==> src/rtl/addsub_seq_if.sv <==
// Start/busy/done handshake bundle for the sequential adder/subtractor.
// The requester drives the operands; the datapath drives status and result.
interface addsub_seq_if #(
    parameter int unsigned WIDTH = 8
);
    logic             start;
    logic             mode;
    logic [WIDTH-1:0] a;
    logic [WIDTH-1:0] b;
    logic             cin;
    logic             busy;
    logic             done;
    logic [WIDTH-1:0] result;
    logic             cout;
    logic             ovf;
    logic             zero;

    modport master (
        output start, mode, a, b, cin,
        input  busy, done, result, cout, ovf, zero
    );

    modport slave (
        input  start, mode, a, b, cin,
        output busy, done, result, cout, ovf, zero
    );
endinterface

==> src/rtl/addsub_seq.sv <==
// Multi-cycle WIDTH-bit adder/subtractor that handles DIGIT bits per clock.
// A carry register links the slices; flags and result update only at completion.
module addsub_seq #(
    parameter int unsigned WIDTH = 8,
    parameter int unsigned DIGIT = 2
) (
    input  logic        clk,
    input  logic        rst_n,
    addsub_seq_if.slave bus
);
    localparam int unsigned N  = WIDTH / DIGIT;
    localparam int unsigned CW = (N > 1) ? $clog2(N) : 1;
    localparam logic [WIDTH-1:0] SLICE_MASK = WIDTH'({DIGIT{1'b1}});

    localparam logic [1:0] S_IDLE = 2'd0;
    localparam logic [1:0] S_RUN  = 2'd1;
    localparam logic [1:0] S_DONE = 2'd2;

    logic [1:0]       state;
    logic [1:0]       state_nxt;
    logic [WIDTH-1:0] op_a;
    logic [WIDTH-1:0] op_b;
    logic [WIDTH-1:0] acc;
    logic [WIDTH-1:0] acc_nxt;
    logic             carry;
    logic [CW-1:0]    cnt;
    logic             last_c;
    logic             accept_c;

    logic [31:0]      base;
    logic [DIGIT-1:0] slice_a;
    logic [DIGIT-1:0] slice_b;
    logic [DIGIT-1:0] slice_sum;
    logic [DIGIT:0]   chain;

    logic [WIDTH-1:0] result_q;
    logic             busy_q;
    logic             done_q;
    logic             cout_q;
    logic             ovf_q;
    logic             zero_q;

    assign last_c   = (cnt == CW'(N - 1));
    assign accept_c = bus.start && (state != S_RUN);

    // State register
    always_ff @(posedge clk or negedge rst_n) begin
        if (!rst_n) state <= S_IDLE;
        else        state <= state_nxt;
    end

    // Next-state logic; start is ignored while RUN
    always_comb begin
        state_nxt = state;
        case (state)
            S_IDLE:  if (bus.start) state_nxt = S_RUN;
            S_RUN:   if (last_c) state_nxt = S_DONE;
            S_DONE:  state_nxt = bus.start ? S_RUN : S_IDLE;
            default: state_nxt = S_IDLE;
        endcase
    end

    // One DIGIT-bit ripple slice; chain[DIGIT-1] is the carry into the slice MSB
    always_comb begin
        base      = 32'(cnt) * 32'(DIGIT);
        slice_a   = DIGIT'(op_a >> base);
        slice_b   = DIGIT'(op_b >> base);
        slice_sum = '0;
        chain     = '0;
        chain[0]  = carry;
        for (int i = 0; i < int'(DIGIT); i++) begin
            slice_sum[i] = slice_a[i] ^ slice_b[i] ^ chain[i];
            chain[i+1]   = (slice_a[i] & slice_b[i]) | (chain[i] & (slice_a[i] ^ slice_b[i]));
        end
        acc_nxt = (acc & ~(SLICE_MASK << base)) | (WIDTH'(slice_sum) << base);
    end

    // Operand latch, slice sequencing and completion capture
    always_ff @(posedge clk or negedge rst_n) begin
        if (!rst_n) begin
            op_a     <= '0;
            op_b     <= '0;
            acc      <= '0;
            carry    <= 1'b0;
            cnt      <= '0;
            result_q <= '0;
            cout_q   <= 1'b0;
            ovf_q    <= 1'b0;
            zero_q   <= 1'b0;
            busy_q   <= 1'b0;
            done_q   <= 1'b0;
        end else begin
            busy_q <= (state_nxt == S_RUN);
            done_q <= (state == S_RUN) && last_c;
            if (accept_c) begin
                op_a  <= bus.a;
                op_b  <= bus.mode ? ~bus.b : bus.b;
                carry <= bus.mode ? ~bus.cin : bus.cin;
                cnt   <= '0;
            end else if (state == S_RUN) begin
                acc   <= acc_nxt;
                carry <= chain[DIGIT];
                cnt   <= cnt + CW'(1);
                if (last_c) begin
                    result_q <= acc_nxt;
                    cout_q   <= chain[DIGIT];
                    ovf_q    <= chain[DIGIT-1] ^ chain[DIGIT];
                    zero_q   <= (acc_nxt == '0);
                end
            end
        end
    end

    assign bus.busy   = busy_q;
    assign bus.done   = done_q;
    assign bus.result = result_q;
    assign bus.cout   = cout_q;
    assign bus.ovf    = ovf_q;
    assign bus.zero   = zero_q;
endmodule

==> src/flat_wrapper.sv <==
// flat-port wrapper written by rule: the top's interface ports become plain ports
module addsub_seq_flat 
#(
    parameter int unsigned WIDTH = 8,
    parameter int unsigned DIGIT = 2
)
  (clk, rst_n, bus_start, bus_mode, bus_a, bus_b, bus_cin, bus_busy, bus_done, bus_result, bus_cout, bus_ovf, bus_zero);
  addsub_seq_if #(.WIDTH(WIDTH)) bus_i ();
  input  logic clk;
  input  logic rst_n;
  input wire logic [$bits(bus_i.start)-1:0] bus_start;
  input wire logic [$bits(bus_i.mode)-1:0] bus_mode;
  input wire logic [$bits(bus_i.a)-1:0] bus_a;
  input wire logic [$bits(bus_i.b)-1:0] bus_b;
  input wire logic [$bits(bus_i.cin)-1:0] bus_cin;
  output wire logic [$bits(bus_i.busy)-1:0] bus_busy;
  output wire logic [$bits(bus_i.done)-1:0] bus_done;
  output wire logic [$bits(bus_i.result)-1:0] bus_result;
  output wire logic [$bits(bus_i.cout)-1:0] bus_cout;
  output wire logic [$bits(bus_i.ovf)-1:0] bus_ovf;
  output wire logic [$bits(bus_i.zero)-1:0] bus_zero;
  assign bus_i.start = bus_start;
  assign bus_i.mode = bus_mode;
  assign bus_i.a = bus_a;
  assign bus_i.b = bus_b;
  assign bus_i.cin = bus_cin;
  assign bus_busy = bus_i.busy;
  assign bus_done = bus_i.done;
  assign bus_result = bus_i.result;
  assign bus_cout = bus_i.cout;
  assign bus_ovf = bus_i.ovf;
  assign bus_zero = bus_i.zero;
  addsub_seq #(.WIDTH(WIDTH), .DIGIT(DIGIT)) u_core (.clk(clk), .rst_n(rst_n), .bus(bus_i));
endmodule
==> config.mk <==
export PLATFORM = sky130hd
export DESIGN_NAME = addsub_seq_flat
export DESIGN_NICKNAME = d
export VERILOG_FILES = /design/src/rtl/addsub_seq_if.sv /design/src/rtl/addsub_seq.sv /design/src/flat_wrapper.sv
export SDC_FILE = /design/constraint.sdc
export NUM_CORES = 1
export LEC_CHECK = 0
export ABC_AREA = 1
export ABC_CLOCK_PERIOD_IN_PS = 2400
export CORE_ASPECT_RATIO = 1.5
export CORE_MARGIN = 2
export CORE_UTILIZATION = 47
export CTS_CLUSTER_DIAMETER = 30
export DETAILED_ROUTE_END_ITERATION = 7
export PLACE_DENSITY = 0.75
export SYNTH_ARGS = -nofsm -noshare
export SYNTH_HDL_FRONTEND = slang
export SYNTH_SLANG_ARGS = --single-unit
==> constraint.sdc <==
create_clock -name clk -period 2.4 [get_ports clk]
set_input_delay 0.48 -clock clk [delete_from_list [all_inputs] [get_ports clk]]
set_output_delay 0.48 -clock clk [all_outputs]
set_load 0.02 [all_outputs]
==> impl_metrics.py <==
metrics = {
    "cells_and_area": {
        "final_layout_size_suffix_gt1_share_pct": 14.9,
        "multi_input_area_um2": 855,
        "fillers": 355,
        "final_common_cell": "nand2_1",
        "layout_common_cells": "nand2_1 (67), dfrtp_1 (42), clkdlybuf4s50_1 (32)",
        "instances_no_fill": 307,
        "nets": 290,
        "antenna_cells": 0,
        "register_area_um2": 1050,
        "area_growth_pct": 26.8,
        "design_area_um2": 2500,
        "final_core_util_pct": 62.7,
    },
    "cts": {
        "insertion_delay_ps": 290,
        "tritoncts": "yes",
        "numCtsBuffers": 5,
        "clk_pin_slew_ps": 70,
        "clock-root-buffer": "clkbuf_8",
        "clockBufferDepth": 2,
        "clock-sinks": 42,
        "holdBufCountCts": 0,
        "htreeDepth": 2,
    },
    "sta": {
        "finalCriticalPeriod_ps": 2360,
        "skew_ps": 3.95,
        "setup_ws_ps": 36.5,
        "rsz0062_at_grt": "true",
        "tns_ps": 0,
        "maxSlewViolCount": 0,
        "relSlewSlack_pct": 67.8,
        "max_slew.worst_pin.slew_ps": 481,
        "finalSetupViolations": 0,
        "hold_ws_ps": 56.7,
        "min_period_over_period_pct": 98.5,
        "finalHoldViolCount": 0,
        "max_freq_mhz": 423,
    },
    "synth": {
        "ys_ff_latch": 42,
        "netlist_area_um2": 1980,
        "synth_top_cell_by_area": "dfrtp_1",
        "avgSynthCellArea_um2": 8.86,
        "synthFlopType": "dfrtp_1",
        "yosys-top-cells-area": "dfrtp_1 (53%), nand2_1 (13%), xnor2_1 (4.4%), o21ai_1 (4.3%), o21ai_0 (3.8%)",
        "yosysWarnings": 0,
        "yosysUniqueCellTypes": 21,
        "synth.top_cell.area_share_pct": 53.2,
        "syn_nets": 250,
        "syn_inst": 223,
        "synth_edf_count": 0,
        "ys_seq_area_share_pct": 53.2,
        "synthArstFlopShare_pct": 100,
    },
    "global_routing": {
        "antenna_found_initial": 0,
        "grt_max_degree": 26,
        "grt_pass1_vias": 1537,
        "grt_usage_pct": 18.0,
        "grt_pass1_wl_mm": 6.66,
        "overflow": 0,
    },
    "power": {
        "vdd_ir_drop_max_v": 0.000906,
        "p_total_mw": 3.72,
        "p_leak_nw": 1.17,
        "power.density_nw_per_um2": 1490,
    },
    "route": {
        "antenna_left": 0,
        "drc": 0,
        "first_iter_violations": 54,
        "drt_pre_antenna_iters": 4,
        "totalWireLength_mm": 3.92,
        "vias": 1592,
        "viasPerCell": 5.19,
        "wl_per_cell_um": 12.8,
    },
    "placement": {
        "finalWeightedCongestion": 0.866,
        "placed_cell_area_um2": 2360,
        "pre_cts_ws_ps": 18.2,
        "post-dp-hpwl_mm": 2.93,
        "port_buffers": 33,
        "dp.cells": 300,
    },
    "critical_path": {
        "r2r_start": "u_core.cnt[0]",
        "r2r_cells": 12,
        "startpoint": "u_core.cnt[0]",
        "worstSetupStartpointType": "register",
        "required_ps": 2580,
        "crit_type": "register to register",
        "cp_data_arrival_time_ps": 2550,
        "cp_max_fo": 4,
        "cp-end-kind": "register",
    },
    "floorplan": {
        "die-area_um2": 4750,
        "placementRows": 28,
        "pin_count": 34,
        "fp.dieH_um": 83.4,
        "floorplan.core_area_um2": 3990,
        "die_x_um": 56.9,
        "start_util_pct": 49.5,
    },
    "flow_run": {
        "drv_cap": 0,
    },
    "hold_path": {
        "min_path_type": "input pin to async pin",
    },
    "status": {
        "status": "completed",
    },
}
[sequential cells by signal, indices dropped and copies added (netlist names)]
| name | cells |
|---|---|
| u_core.bus.cout | 1 |
| u_core.op_a | 8 |
| u_core.bus.result | 8 |
| u_core.op_b | 8 |
| u_core.cnt | 2 |
| u_core.carry | 1 |
| u_core.state | 2 |
| u_core.bus.zero | 1 |
| u_core.bus.busy | 1 |
| u_core.acc | 8 |
| u_core.bus.ovf | 1 |
| u_core.bus.done | 1 |
[power breakdown]
part | leakage (nW) | switching (mW) | internal [mW]
registers | 0.524 | 0.213 | 1.04
logic | 0.607 | 1.17 | 0.858
clock network | 0.0431 | 0.218 | 0.222
total | 1.17 | 1.60 | 2.12
[area by class of cell]
class	count	area share [%]
clock buffers	6	3.30
repair buffers	43	16.1
well taps	45	2.25
inverters	15	2.25
flip-flops and latches	42	42.0
multi-input cells	156	34.1
[what timing repair did]
item                       in CTS  in global routing
setup buffers                   0                  1
resized for setup               0                 21
setup endpoints to repair       0                  5
[Yosys cell counts, types with 4 or more instances]
master and number:
inv_2 4, nand2_1 69, dfrtp_1 42, o21ai_1 17
buf_2 6, o22ai_1 6, xnor2_1 10, o21ai_0 15
nand3_1 8, nor2_1 17, ha_1 4, inv_1 11
[metal layers]
metal	global-route usage (%)	part of all wire (%)
met5	0	0
met4	6.98	2.1
met3	4.52	3.9
met2	33.0	57
met1	19.1	37
[path summary, 6_finish.rpt]
kind / slack, ps / endpoint
setup / recovery: 40 / u_core.bus.zero
hold / removal: 60 / u_core.bus.result[3]
setup reg to reg: 40 / u_core.bus.zero
hold reg to reg: 480 / u_core.op_a[7]
max in group asynchronous: 1810 / u_core.acc[0]
min in group clk: 480 / u_core.op_a[7]
[worst max-delay path, cell delays in order, from the launching register on]
cell and delay (ps):
dfrtp_1 430, buf_4 160, o21ai_2 140, o22ai_2 110, fa_2 390, fa_2 610, nand3_2 90, nand2_1 70
nor2_1 40, nand2_1 60, nor2_1 40, nand2_1 70, nand2_1 50
[kinds of logic (layout without fill, tap and decap cells)]
kind of cell	after synthesis	in the layout	synth area share, %
simple gates	97	97	19.8
compound gates	43	43	11.7
flops	42	42	53.2
buf+inv	25	64	6.27
xor+xnor	10	10	4.43
fa+ha+maj	6	6	4.56
Power figures use the tool's default switching activity.
